### src/rtl/fifo_pkg.sv
// rtl/fifo_pkg.sv - shared constants and types for the synchronous FIFO
//
// Purpose: default geometry of the pad-boundary FIFO plus the data and
//          pointer types built from it.
// Ports:   none (package).
package fifo_pkg;

   localparam int DATA_SIZE = 8;
   localparam int ADDR_SIZE = 4;
   localparam int DEPTH     = 1 << ADDR_SIZE;

   typedef logic [DATA_SIZE-1:0] data_t;

   // One extra MSB over the array index: the wrap bit that separates
   // "full" from "empty" when the index bits match.
   typedef logic [ADDR_SIZE:0] ptr_t;

endpackage

### src/rtl/fifo_mem.sv
// rtl/fifo_mem.sv - DEPTH x DATA_SIZE register file, sync write, async read
//
// Purpose: storage array of the FIFO. Writes land on the rising edge of clk;
//          the read port is combinational so the head word falls through.
// Macro:   FIFO_CLEAR_MEM_EN - when defined, rst_n (active-low, synchronous)
//          clears every entry to 0; otherwise the array has no reset.
// Ports:   clk    in  clock
//          rst_n  in  synchronous active-low clear (only with FIFO_CLEAR_MEM_EN)
//          we     in  write enable
//          waddr  in  write index
//          wdata  in  write data
//          raddr  in  read index
//          rdata  out read data, combinational from raddr
module fifo_mem
   import fifo_pkg::*;
#(
   parameter int MEM_DATA_SIZE = DATA_SIZE,
   parameter int MEM_ADDR_SIZE = ADDR_SIZE,
   parameter int MEM_DEPTH     = DEPTH
) (
   input  logic                     clk,
`ifdef FIFO_CLEAR_MEM_EN
   input  logic                     rst_n,
`endif
   input  logic                     we,
   input  logic [MEM_ADDR_SIZE-1:0] waddr,
   input  logic [MEM_DATA_SIZE-1:0] wdata,
   input  logic [MEM_ADDR_SIZE-1:0] raddr,
   output logic [MEM_DATA_SIZE-1:0] rdata
);

   logic [MEM_DATA_SIZE-1:0] mem [MEM_DEPTH];

`ifdef FIFO_CLEAR_MEM_EN
   always_ff @(posedge clk) begin
      if (!rst_n) begin
         for (int i = 0; i < MEM_DEPTH; i++) begin
            mem[i] <= '0;
         end
      end else if (we) begin
         mem[waddr] <= wdata;
      end
   end
`else
   always_ff @(posedge clk) begin
      if (we) begin
         mem[waddr] <= wdata;
      end
   end
`endif

   assign rdata = mem[raddr];

endmodule

### src/rtl/fifo_top_sync.sv
// rtl/fifo_top_sync.sv - 16x8 single-clock first-word-fall-through FIFO
//
// Purpose: chip-boundary buffer between a producer and a consumer sharing
//          clk_pad. Holds pointers and flags; storage lives in fifo_mem.
// Macro:   FIFO_CLEAR_MEM_EN - when defined, reset also zeroes the memory.
// Ports:   clk_pad      in  clock, all state on its rising edge
//          rst_pad      in  synchronous active-low reset
//          wr_en_pad    in  write request, ignored while full
//          wr_data_pad  in  write data
//          rd_en_pad    in  read request (pop head), ignored while empty
//          rd_data_pad  out head-of-queue data (fall-through)
//          full_pad     out DEPTH entries held
//          empty_pad    out no entries held
module fifo_top_sync
   import fifo_pkg::*;
#(
   parameter int DATA_SIZE = fifo_pkg::DATA_SIZE,
   parameter int ADDR_SIZE = fifo_pkg::ADDR_SIZE,
   parameter int DEPTH     = fifo_pkg::DEPTH
) (
   input  logic                 clk_pad,
   input  logic                 rst_pad,
   input  logic                 wr_en_pad,
   input  logic [DATA_SIZE-1:0] wr_data_pad,
   input  logic                 rd_en_pad,
   output logic [DATA_SIZE-1:0] rd_data_pad,
   output logic                 full_pad,
   output logic                 empty_pad
);

   if (DEPTH != (1 << ADDR_SIZE)) begin : g_depth_check
      $error("fifo_top_sync: DEPTH must equal 2**ADDR_SIZE");
   end

   localparam logic [ADDR_SIZE:0] PTR_ONE = 1;

   logic [ADDR_SIZE:0] wr_ptr;
   logic [ADDR_SIZE:0] rd_ptr;
   logic               wr_acc;
   logic               rd_acc;

   // Qualifiers use the flags of the current (pre-edge) pointers, so a
   // simultaneous read+write on a full FIFO only pops and on an empty FIFO
   // only pushes.
   assign wr_acc = wr_en_pad && !full_pad;
   assign rd_acc = rd_en_pad && !empty_pad;

   assign empty_pad = (wr_ptr == rd_ptr);
   assign full_pad  = (wr_ptr[ADDR_SIZE-1:0] == rd_ptr[ADDR_SIZE-1:0]) &&
                      (wr_ptr[ADDR_SIZE] != rd_ptr[ADDR_SIZE]);

   always_ff @(posedge clk_pad) begin
      if (!rst_pad) begin
         wr_ptr <= '0;
         rd_ptr <= '0;
      end else begin
         if (wr_acc) wr_ptr <= wr_ptr + PTR_ONE;
         if (rd_acc) rd_ptr <= rd_ptr + PTR_ONE;
      end
   end

   fifo_mem #(
      .MEM_DATA_SIZE (DATA_SIZE),
      .MEM_ADDR_SIZE (ADDR_SIZE),
      .MEM_DEPTH     (DEPTH)
   ) u_mem (
      .clk   (clk_pad),
`ifdef FIFO_CLEAR_MEM_EN
      .rst_n (rst_pad),
`endif
      .we    (wr_acc),
      .waddr (wr_ptr[ADDR_SIZE-1:0]),
      .wdata (wr_data_pad),
      .raddr (rd_ptr[ADDR_SIZE-1:0]),
      .rdata (rd_data_pad)
   );

endmodule

### config.mk
export PLATFORM = sky130hd
export DESIGN_NAME = fifo_top_sync
export DESIGN_NICKNAME = d
export VERILOG_FILES = /design/src/rtl/fifo_pkg.sv /design/src/rtl/fifo_mem.sv /design/src/rtl/fifo_top_sync.sv
export SDC_FILE = /design/constraint.sdc
export NUM_CORES = 1
export LEC_CHECK = 0
export CAP_MARGIN = 5
export CORE_MARGIN = 2
export CORE_UTILIZATION = 35
export DETAILED_ROUTE_END_ITERATION = 6
export GPL_ROUTABILITY_DRIVEN = 0
export PLACE_DENSITY_LB_ADDON = 0.3
export SETUP_SLACK_MARGIN = 0.3
export SYNTH_ARGS = -nofsm -noshare
export SYNTH_HDL_FRONTEND = slang
export SYNTH_SLANG_ARGS = --single-unit
### constraint.sdc
create_clock -name clk_pad -period 2.4 [get_ports clk_pad]
set_input_delay 0.24 -clock clk_pad [delete_from_list [all_inputs] [get_ports clk_pad]]
set_output_delay 0.24 -clock clk_pad [all_outputs]
set_load 0.005 [all_outputs]
# Word-level counts from Yosys, hierarchy flattened
# Memories as Yosys holds them, arrays and structs flattened. A register that Yosys moved wholly into a read port is not among the register bits.
# Index checks and enable logic that the tools add are counted.
# classes
eq_ne,3
n_mux,4
addsub,2
n_reduce_logical,5
# op_table
op,count
$add 5x1->5 const B,2
$mux 4,2
$eq 5x5->1,1
$eq 4x4->1,1
$logic_and 1x1->1,3
$logic_not 1->1,2
$mux 1,2
$ne 1x1->1,1
# word_totals
ram_bits,128
wordCells,17
regBits,10
in_bits,12
memories,1
# memory_table
memory,depth,width,read_ports,rd_ports_with_merged_regs,wr,line_no,source
u_mem.mem,16,8,1,1,1,fifo_mem.sv:32,logic [MEM_DATA_SIZE-1:0] mem [MEM_DEPTH];

# Logic depth before layout (Yosys ltp)
# logic_depth
depth_word,6
depth_mapped,6

# By module
# Synthesis repeated with hierarchy kept, for this count alone.
# hier_totals
hier_cells,292
hier_area_um2,5607.9
# by_module_without_submodules
module,cells_per_inst,area_each_um2,seq_area_each_um2,instances
fifo_mem,221,4987.3,3843.7,1
fifo_top_sync,71,620.6,200.2,1

# Worst setup path after synthesis
# OpenSTA, ideal clock, no wires.
# synth_path
path_kind,register -> register
from,register rd_ptr[2]
to,memory u_mem.mem[10][0] in the netlist's numbering (enable)
required_ns,2.068
path_buffers,2
stages_incl_launch_ff,7
arrival_time_ns,1.488
setup_time_ns,0.332
path_slack_ns,0.580
cell_sequence,dfxtp_1 -> xnor2_1 -> and4_1 -> buf_2 -> a21oi_4 -> buf_4 -> and3_1
# synth_via
elab_chain_cells,6
# synth_rtl
item,line_no,source
"start, declared",fifo_top_sync.sv:38,logic [ADDR_SIZE:0] rd_ptr;
"start signal, assigned",fifo_top_sync.sv:58,if (rd_acc) rd_ptr <= rd_ptr + PTR_ONE;
$eq 4x4->1,fifo_top_sync.sv:49,assign full_pad = (wr_ptr[ADDR_SIZE-1:0] == rd_ptr[ADDR_SIZE-1:0]) &&
$logic_and 1x1->1,fifo_top_sync.sv:49,
$logic_not 1->1,fifo_top_sync.sv:45,assign wr_acc = wr_en_pad && !full_pad;
$logic_and 1x1->1,fifo_top_sync.sv:45,
$mux 1,fifo_mem.sv:46,if (we) begin
$mux 1 (implied by the code),fifo_mem.sv:47,mem[waddr] <= wdata;
"end, declared",fifo_mem.sv:32,
# Every way passes these cells.

==> impl_metrics.py <==
metrics = {
    "global_route": {
        "antenna_found_initial": 0,
        "gr-total-overflow": 0,
        "grt_max_degree": 33,
        "grt_pass1_wl_um": 19300,
        "gr-usage-all-layers_pct": 15.4,
        "grt_pass1_vias": 3111,
    },
    "worst_setup_path": {
        "critPathTopFamily": "multiplexers",
        "slowest_delay_ps": 470,
        "arrival_ps": 2300,
        "slowest_stage": "mux4_2",
        "cp_max_fo": 5,
        "worstSetupPathType": "register to output port",
        "worstPathRequired_ps": 2160,
        "worstPathCellList": "buf_12, buf_16, buf_8, buf_6, mux4_2, mux4_2, buf_2",
        "setup.worst_path.start_class": "register",
        "crit_buf_inv": 5,
        "cp_common_cell": "mux4_2",
        "critPathCaptureType": "output port",
    },
    "power": {
        "total_power_mw": 6.09,
        "p_leak_nw": 2.42,
        "p_per_area_mw_per_mm2": 843,
        "ir_drop_mv": 0.564,
    },
    "cts": {
        "cts-htree-levels": 4,
        "cts_sinks": 142,
        "cts_tree": "done",
        "root_buffer": "clkbuf_16",
        "clockBufferDepth": 2,
        "cts_buffers": 17,
        "hold_buffers": 0,
        "path_clk_slew_ps": 60,
        "clock_latency_ps": 420,
    },
    "timing": {
        "finalClockSkew_ps": 8.80,
        "min_period_ps": 2540,
        "slew_headroom_pct": 59.5,
        "rsz0062_at_grt": "true",
        "finalMaxSlewViolations": 0,
        "hold_viol_final": 0,
        "fmax_ghz": 0.394,
        "worst_pin_slew_ps": 607,
        "setup_ws_ps": -137,
        "finalSetupViolCount": 8,
        "period_share_pct": 106,
        "hold_slack_ps": 514,
    },
    "outcome": {
        "status": "complete, but fails checks",
        "violations": "setup timing",
    },
    "floorplanning": {
        "die_h_um": 133,
        "die_w_um": 133,
        "floorplan.initialDensity_pct": 35.4,
        "pin_count": 22,
        "fp-row-count": 47,
        "core_mm2": 0.0164,
        "dieArea_mm2": 0.0176,
    },
    "drt": {
        "drt_iter0_drc": 256,
        "routed_wl_um": 12400,
        "dr_total_vias": 2991,
        "vias_per_cell": 5.10,
        "drt_pass1_iterations": 4,
        "avgRoutedWirePerCell_um": 21.2,
        "drc": 0,
        "ant_nets": 0,
    },
    "yosys": {
        "synth_flop_cell": "edfxtp_1",
        "synth_edf_count": 128,
        "synth_warnings": 0,
        "netlist_area_mm2": 0.00580,
        "synth_fp_nets": 302,
        "yosysSeqAreaShare_pct": 71.1,
        "postSynthCellCount": 285,
        "synthArstFlopShare_pct": 0,
        "ys_ff_latch": 142,
        "synth.avg_cell_area_um2": 20.4,
        "ys_types": 32,
    },
    "job": {
        "cap_violations": 0,
    },
    "cells_and_area": {
        "final_nets": 370,
        "area_delta_synth_final_pct": 24.4,
        "diodes": 0,
        "drive_above_1_share_pct": 34.2,
    },
    "place": {
        "post-place-ws_ps": 28.2,
        "numPortBuffers": 21,
        "hpwl_um": 7340,
    },
    "hold_path": {
        "hold_class": "register to register",
    },
}
[sequential cells by signal, indices dropped and copies added (netlist names), named ones only]
signal	count
u_mem.mem	128
rd_ptr	5
wr_ptr	5
[cells in the mapped netlist, types with 2 or more instances]
cell type | n | area [um^2]
nor4_1 | 2 | 12.5
or4_1 | 2 | 15.0
a21oi_1 | 2 | 10.0
mux2i_1 | 8 | 80.1
nor2_1 | 3 | 11.3
and4b_1 | 4 | 40.0
buf_6 | 2 | 22.5
o211ai_1 | 7 | 52.6
nand2_1 | 9 | 33.8
nand2b_1 | 3 | 18.8
o21ai_0 | 2 | 10.0
nand4_1 | 6 | 37.5
inv_1 | 7 | 26.3
buf_4 | 3 | 22.5
ha_1 | 5 | 62.6
clkbuf_1 | 4 | 15.0
buf_2 | 4 | 20.0
edfxtp_1 | 128 | 3840
xnor2_1 | 5 | 43.8
dfxtp_1 | 14 | 280
nand3_1 | 6 | 30.0
mux4_1 | 14 | 368
and3_1 | 11 | 68.8
mux4_2 | 26 | 586
[metrics by stage]
| stage | setup TNS, ps | area (um^2) | cells | util (%) |
|---|---|---|---|---|
| finish | -900 | 7220 | 586 | 44.0 |
| global route | -1510 | 7220 | 586 | 44.0 |
| CTS | -888 | 7190 | 584 | 43.8 |
| detailed placement | 0 | 6450 | 536 | 39.3 |
| global placement | 0 | 6450 | 536 | 39.3 |
| floorplan | 0 | 5800 | 285 | - |
[timing repair]
| action | in CTS | in global routing |
|---|---|---|
| pin swaps | 3 | 4 |
| setup endpoints to repair | 39 | 45 |
| gates resized for setup | 68 | 3 |
| setup buffers | 14 | 2 |
| gates cloned | 2 | 0 |
[placed cells by master (no fill, tap or decap), types with 3 or more instances in the layout]
cell,count
nand2b_1,3
clkdlybuf4s50_1,11
buf_2,6
mux2i_1,8
buf_4,25
buf_6,5
xnor2_1,3
dfxtp_4,4
and3_1,11
nand3_1,6
ha_1,5
dfxtp_1,6
mux4_2,35
and4b_1,4
clkbuf_16,17
inv_1,7
edfxtp_1,128
o211ai_1,7
nand4_1,6
dfxtp_2,4
buf_12,11
clkinv_1,5
nand2_1,9
clkbuf_1,3
mux4_1,5
[worst register-to-register path, cell delays in order (launching register included)]
cell     delay [ps]
dfxtp_4         380
xnor2_2         150
and4_1          320
a21oi_4         320
and4b_1         250
buf_4           210
[routing by layer]
metal,global-route usage [%],share of wire (%),vias up
li1,-,-,1330
met1,20.1,42,1536
met2,24.5,50,108
met3,4.48,6.8,17
met4,6.03,1.9,0
met5,0,0,-
[cell type report]
| cell class | count | area (um^2) |
|---|---|---|
| Clock buffer | 20 | 437 |
| Clock inverter | 12 | 95.1 |
| Fill cell | 1395 | 9190 |
| Inverter | 7 | 26.3 |
| Multi-Input combinational cell | 121 | 1530 |
| Sequential cell | 142 | 4140 |
| Tap cell | 220 | 275 |
| Timing Repair Buffer | 64 | 711 |
[final timing paths]
check | start | endpoint | slack (ps) | depth (start not counted)
setup / recovery | register | rd_data_pad[1] | -140 | 7
hold / removal | wr_ptr[1]$_SDFFE_PN0P_ | wr_ptr[1]$_SDFFE_PN0P_ | 510 | 2
setup reg to reg | wr_ptr[3]$_SDFFE_PN0P_ | u_mem.mem[5][1]$_DFFE_PP_ | 450 | 5
hold reg to reg | wr_ptr[1]$_SDFFE_PN0P_ | wr_ptr[1]$_SDFFE_PN0P_ | 510 | 2
[where the power goes]
part           internal (mW)  switching (mW)  total (mW)
clock                   1.41           0.948        2.36
combinational          0.564           0.386       0.950
sequential              2.74          0.0364        2.78
total                   4.72            1.37        6.09
[logic make-up (layout without fill, tap and decap cells)]
group | after synthesis | after routing | synth area share [%]
compound gates | 13 | 13 | 1.68
xor+xnor | 6 | 6 | 0.906
fa+ha+maj | 5 | 5 | 1.08
buf+inv | 22 | 103 | 2.44
flops | 142 | 142 | 71.1
mux | 48 | 48 | 17.8
simple gates | 49 | 49 | 4.98
(Power assumes the default switching activity.)
==> edit 1, RTL diff (config.mk and constraints unchanged) <==
Change the package constant `ADDR_SIZE` from 4 to 2.
--- a/src/rtl/fifo_pkg.sv
+++ b/src/rtl/fifo_pkg.sv
@@ -6,7 +6,7 @@
 package fifo_pkg;
 
    localparam int DATA_SIZE = 8;
-   localparam int ADDR_SIZE = 4;
+   localparam int ADDR_SIZE = 2;
    localparam int DEPTH     = 1 << ADDR_SIZE;
 
    typedef logic [DATA_SIZE-1:0] data_t;
Check against the original RTL: not equivalent (Yosys sat finds a counterexample within 10 cycles, from zero or initial values and one cycle with rst_pad low).
==> edit 1 against the original RTL <==
- worst setup slack gained 540 ps
- wire length shrank 74%
- sequential cell count shrank 102
- final area shrank 71%
- total power shrank 66%
- critical path type unchanged
- clock power shrank 82%
- area after synthesis shrank 70%
- clock skew shrank 3.7 ps
- critical endpoint is now full_pad
==> edit 1: results (changes against the original RTL) <==
{| class="wikitable"
! Metric !! Value
|-
| Maximum clock insertion buffer count || 2 (unchanged)
|-
| Congestion Overflow GR || 0 (unchanged)
|-
| Drt first pass iters || 4 (unchanged)
|-
| Via count || 1022 (was 2991)
|-
| Total count of max-transition violations in the final report || 0 (unchanged)
|-
| Routed length per placed instance || 15.7 um (was 21.2 um)
|-
| Max FO, Critical Path || 7 (was 5)
|-
| Total half-perimeter wirelength after legalization and detailed placement || 2.19 mm (was 7.34 mm)
|-
| Largest net degree at the start of global routing || 13 (was 33)
|-
| Main area contributors after synthesis || sky130_fd_sc_hd__edfxtp_1, sky130_fd_sc_hd__mux4_2, sky130_fd_sc_hd__dfxtp_1 (was sky130_fd_sc_hd__edfxtp_1, sky130_fd_sc_hd__mux4_2, sky130_fd_sc_hd__mux4_1)
|-
| CTS H-tree lvls || 2 (was 4)
|-
| First-iteration detailed-routing DRC count || 63 (was 256)
|-
| Share of synthesized area occupied by flip-flops and latches || 65.0% (was 71.1%)
|-
| Cell at the root of the clock tree || sky130_fd_sc_hd__clkbuf_8 (was sky130_fd_sc_hd__clkbuf_16)
|-
| Result of the run || completed (was finished, violations left)
|-
| Final Skew || 5.14 ps (was 8.80 ps)
|-
| Clock insertion delay at the later pin of the skew report || 280 ps (was 420 ps)
|-
| Nets || 153 (was 370)
|-
| Number of setup buffers added after CTS || 0 (was 14)
|-
| Unique cell type count in the Yosys netlist || 28 (was 32)
|-
| Path class of the lowest-slack min-delay path || reg2reg (unchanged)
|-
| Regs by FF count || u_mem.mem (32), rd_ptr (3), wr_ptr (3) (was u_mem.mem (128), rd_ptr (5), wr_ptr (5))
|-
| Number of antenna violations at the first check in global routing || 0 (unchanged)
|-
| Leakage component of the power || 0.708 nW (was 2.42 nW)
|-
| Global-route wire length before repair || 5.15 mm (was 19.3 mm)
|-
| Via count of the first global-routing pass || 1084 (was 3111)
|-
| Synthesis warning total || 0 (unchanged)
|-
| Port bufs || 21 (unchanged)
|-
| Clk pin slew, worst setup/hold paths || 70 ps
|-
| Total routing resource utilization after global routing || 12.9% (was 15.4%)
|-
| Post-synth ARST share || 0% (unchanged)
|-
| CTS Buf Count || 5 (was 17)
|-
| Number of inserted diodes || 0 (unchanged)
|-
| Post-synth EDFFs || 32 (was 128)
|-
| Synthesized Nets || 127 (was 302)
|-
| Most frequent cells after synthesis || sky130_fd_sc_hd__edfxtp_1, sky130_fd_sc_hd__dfxtp_1, sky130_fd_sc_hd__mux4_2 (was sky130_fd_sc_hd__edfxtp_1, sky130_fd_sc_hd__mux4_2, sky130_fd_sc_hd__dfxtp_1, sky130_fd_sc_hd__mux4_1, sky130_fd_sc_hd__and3_1)
|-
| Fraction of final layout cells sized beyond drive strength 1 || 16.2% (was 34.2%)
|-
| Fillers || 417 (was 1395)
|-
| Least-Margin Pin Slew || 611 ps (was 607 ps)
|-
| Worst ir drop on vdd || 0.000433 V (was 0.000564 V)
|-
| PostCTS Resize Cnt || 1 (was 68)
|-
| Arrival time reported for the critical path endpoint || 1760 ps (was 2300 ps)
|}
==> edit 1: cells by family after synthesis <==
family          synth area share (%)
fa+ha+maj                       3.63
xor+xnor                        3.05
simple gates                    7.84
compound gates                  7.33
flops                           65.0
buf+inv                         2.68
mux                             10.4
==> edit 1: layer usage <==
| layer | routed length [um] | vias up | track usage [%] |
|---|---|---|---|
| li1 | - | 482 | - |
| met1 | 1400 | 511 | 15.3 |
| met2 | 1630 | 25 | 21.7 |
| met3 | 121 | 4 | 4.61 |
| met4 | 40 | 0 | 4.85 |
| met5 | 0 | - | 0 |
==> edit 1: where the power goes <==
group          switching (mW)  internal, mW
Clock                   0.219         0.197
Combinational           0.319         0.361
Sequential             0.0945         0.883
Total                   0.632          1.44
==> edit 1: cell type report <==
class | count | share of cell area (%)
timing repair buffer | 23 | 10.9
sequential | 40 | 53.4
clock inverter | 2 | 0.594
tap | 67 | 3.98
multi-input combinational | 61 | 27.0
inverter | 5 | 0.891
clock buffer | 5 | 3.27
==> edit 1: final timing paths <==
| path | from | endpoint | slack [ps] | cells after the start |
|---|---|---|---|---|
| max reg2reg | rd_ptr[0] | u_mem.mem[1][6] | 630 | 3 |
| min | wr_ptr[2] | wr_ptr[2] | 580 | 2 |
| min reg2reg | wr_ptr[2] | wr_ptr[2] | 580 | 2 |
| max | rd_ptr[1] | full_pad | 400 | 3 |
==> edit 1: worst max-delay path: stages (launching register included) <==
cell                              delay [ps]
sky130_fd_sc_hd__dfxtp_1                 480
sky130_fd_sc_hd__xor2_1                  200
sky130_fd_sc_hd__nor3_2                  250
sky130_fd_sc_hd__clkdlybuf4s50_1         540
==> edit 1: stage by stage <==
stage	utilization, %	std cells	worst slack [ps]	cell area [um^2]	power (mW)
final	44.6	203	401	2110	2.07
after global routing	44.6	203	294	2110	2.21
after CTS	44.3	203	331	2090	2.08
after detailed placement	42.5	196	483	2010	1.65
after global placement	42.5	196	567	2010	1.64
after floorplan	-	110	711	1720	1.36
==> edit 2, RTL diff (same settings) <==
Made on the original files. Build with the macro `FIFO_CLEAR_MEM_EN` defined.
--- a/src/rtl/fifo_mem.sv
+++ b/src/rtl/fifo_mem.sv
@@ -11,6 +11,8 @@
 //          wdata  in  write data
 //          raddr  in  read index
 //          rdata  out read data, combinational from raddr
+`define FIFO_CLEAR_MEM_EN
+
 module fifo_mem
    import fifo_pkg::*;
 #(
Behaviour: not the same (Yosys sat finds a counterexample within 4 cycles, from zero or initial values and one cycle with rst_pad low).
==> edit 2 against the original RTL <==
- the run still ends with setup timing left
- worst setup slack gained 53 ps
- final area grew 9.3%
- via count grew 37%
- area after synthesis grew 12%
- sequential cell count is the same
- clock skew shrank 2.3 ps
- total power shrank 0.79%
- synthesized cell count grew 67%
- register-to-register slack gained 30 ps
- final cell count grew 31%
- count of clock-buffer cells in the layout shrank 2
- wire length grew 35%
- core utilization shrank 0.50 points
- critical path type unchanged
- critical endpoint unchanged
==> edit 2: results (changes against the original RTL) <==
{| class="wikitable"
! Metric !! Value
|-
| Result of the run || finished, violations left (unchanged)
|-
| Failing checks || setup timing (unchanged)
|-
| Drt first pass iters || 5 (was 4)
|-
| Number of failing setup endpoints in the final timing report || 7 (was 8)
|-
| Max FO, Critical Path || 4 (was 5)
|-
| Most frequent cells after synthesis || sky130_fd_sc_hd__nor2_1, sky130_fd_sc_hd__edfxtp_1, sky130_fd_sc_hd__nand2_1 (was sky130_fd_sc_hd__edfxtp_1, sky130_fd_sc_hd__mux4_2, sky130_fd_sc_hd__dfxtp_1, sky130_fd_sc_hd__mux4_1, sky130_fd_sc_hd__and3_1)
|-
| Synthesized Nets || 492 (was 302)
|-
| Biggest cell delay along the critical path || 510 ps (was 470 ps)
|-
| Via count || 4107 (was 2991)
|-
| Final Skew || 6.53 ps (was 8.80 ps)
|-
| Final worst slack || -83.2 ps (was -137 ps)
|-
| Final standard cell area without fillers || 7890 um^2 (was 7220 um^2)
|-
| Wirelength, routed || 16.8 mm (was 12.4 mm)
|-
| Main area contributors after synthesis || sky130_fd_sc_hd__edfxtp_1, sky130_fd_sc_hd__mux4_2, sky130_fd_sc_hd__nor2_1 (was sky130_fd_sc_hd__edfxtp_1, sky130_fd_sc_hd__mux4_2, sky130_fd_sc_hd__mux4_1)
|-
| Fraction of final layout cells sized beyond drive strength 1 || 25.5% (was 34.2%)
|-
| Path class of the lowest-slack min-delay path || reg2reg (unchanged)
|-
| Arrival time reported for the critical path endpoint || 2240 ps (was 2300 ps)
|-
| Total routing resource utilization after global routing || 17.8% (was 15.4%)
|-
| First-iteration detailed-routing DRC count || 418 (was 256)
|-
| Leakage component of the power || 2.67 nW (was 2.42 nW)
|-
| Global-route wire length before repair || 25.5 mm (was 19.3 mm)
|-
| Least-Margin Pin Slew || 591 ps (was 607 ps)
|-
| Total half-perimeter wirelength after legalization and detailed placement || 9.99 mm (was 7.34 mm)
|-
| Worst ir drop on vdd || 0.000473 V (was 0.000564 V)
|-
| Share of synthesized area occupied by flip-flops and latches || 63.3% (was 71.1%)
|}
edit 2: cell types whose count changed after synthesis, sizes merged, moves of 3 or more:
cell	before	now
o21ai	2	15
and3	11	0
and4b	4	0
o211ai	7	3
nand2b	3	6
nand2	9	57
nor2	3	131
o2111ai	0	5
nand3	6	0
buf	11	24
clkbuf	4	10
edit 2: cell type report:
class	count	area share (%)
clock buffers	18	5.44
clock inverters	13	0.729
inverters	6	0.285
multi-input cells	293	28.3
flip-flops and latches	142	52.5
well taps	229	3.63
repair buffers	69	9.10
edit 2: worst paths after layout:
| kind | to | slack (ps) | depth (start not counted) | from |
|---|---|---|---|---|
| setup / recovery | rd_data_pad[1] | -80 | 6 | flop |
| hold / removal | rd_ptr[4] | 510 | 2 | rd_ptr[4] |
| hold reg to reg | rd_ptr[4] | 510 | 2 | rd_ptr[4] |
| setup reg to reg | u_mem.mem[6][3] | 480 | 6 | wr_ptr[2] |
edit 2: routing by layer:
layer  vias up  GRT usage (%)  part of all wire [%]
met2       165           28.7                    49
met1      2082           24.2                    43
met3        19           4.00                   6.6
met5         -              0                     0
li1       1841              -                     -
met4         0           5.74                   1.6
edit 2: repair_timing:
item	in CTS	in global routing
pin swaps	1	6
buffers inserted	6	5
endpoints found under the setup margin	122	122
resized for setup	62	9
gates cloned	2	0
edit 2: where the power goes:
group,internal [mW],switching (mW)
logic,0.523,0.447
registers,2.80,0.0532
clock network,1.27,0.945
total,4.59,1.44
edit 2: worst register-to-register path, cell delays in order (launching register included):
cell and delay, ps:
sky130_fd_sc_hd__dfxtp_4 380, sky130_fd_sc_hd__xnor2_4 200, sky130_fd_sc_hd__nand4_4 160, sky130_fd_sc_hd__buf_4 210, sky130_fd_sc_hd__o21ai_4 310, sky130_fd_sc_hd__o21ai_0 170
sky130_fd_sc_hd__buf_4 220
edit 2: stage by stage:
step	TNS [ps]	cells	setup WS, ps
final	-338	770	-83.2
after global placement	0	726	55.4
after CTS	-388	765	-109
after global routing	-844	770	-142
after detailed placement	0	726	28.6
after floorplan	0	475	274
edit 2: cells by family (layout without fill, tap and decap cells):
kind of cell | Yosys count | after routing | share of synthesized area, %
AND/OR/NAND/NOR | 204 | 204 | 12.5
flip-flops | 142 | 142 | 63.3
multiplexers | 50 | 50 | 15.9
buffers and inverters | 40 | 106 | 3.49
AO/OA/AOI/OAI | 28 | 28 | 3.03
XOR/XNOR | 6 | 6 | 0.806
adder cells (fa/ha/maj) | 5 | 5 | 0.960
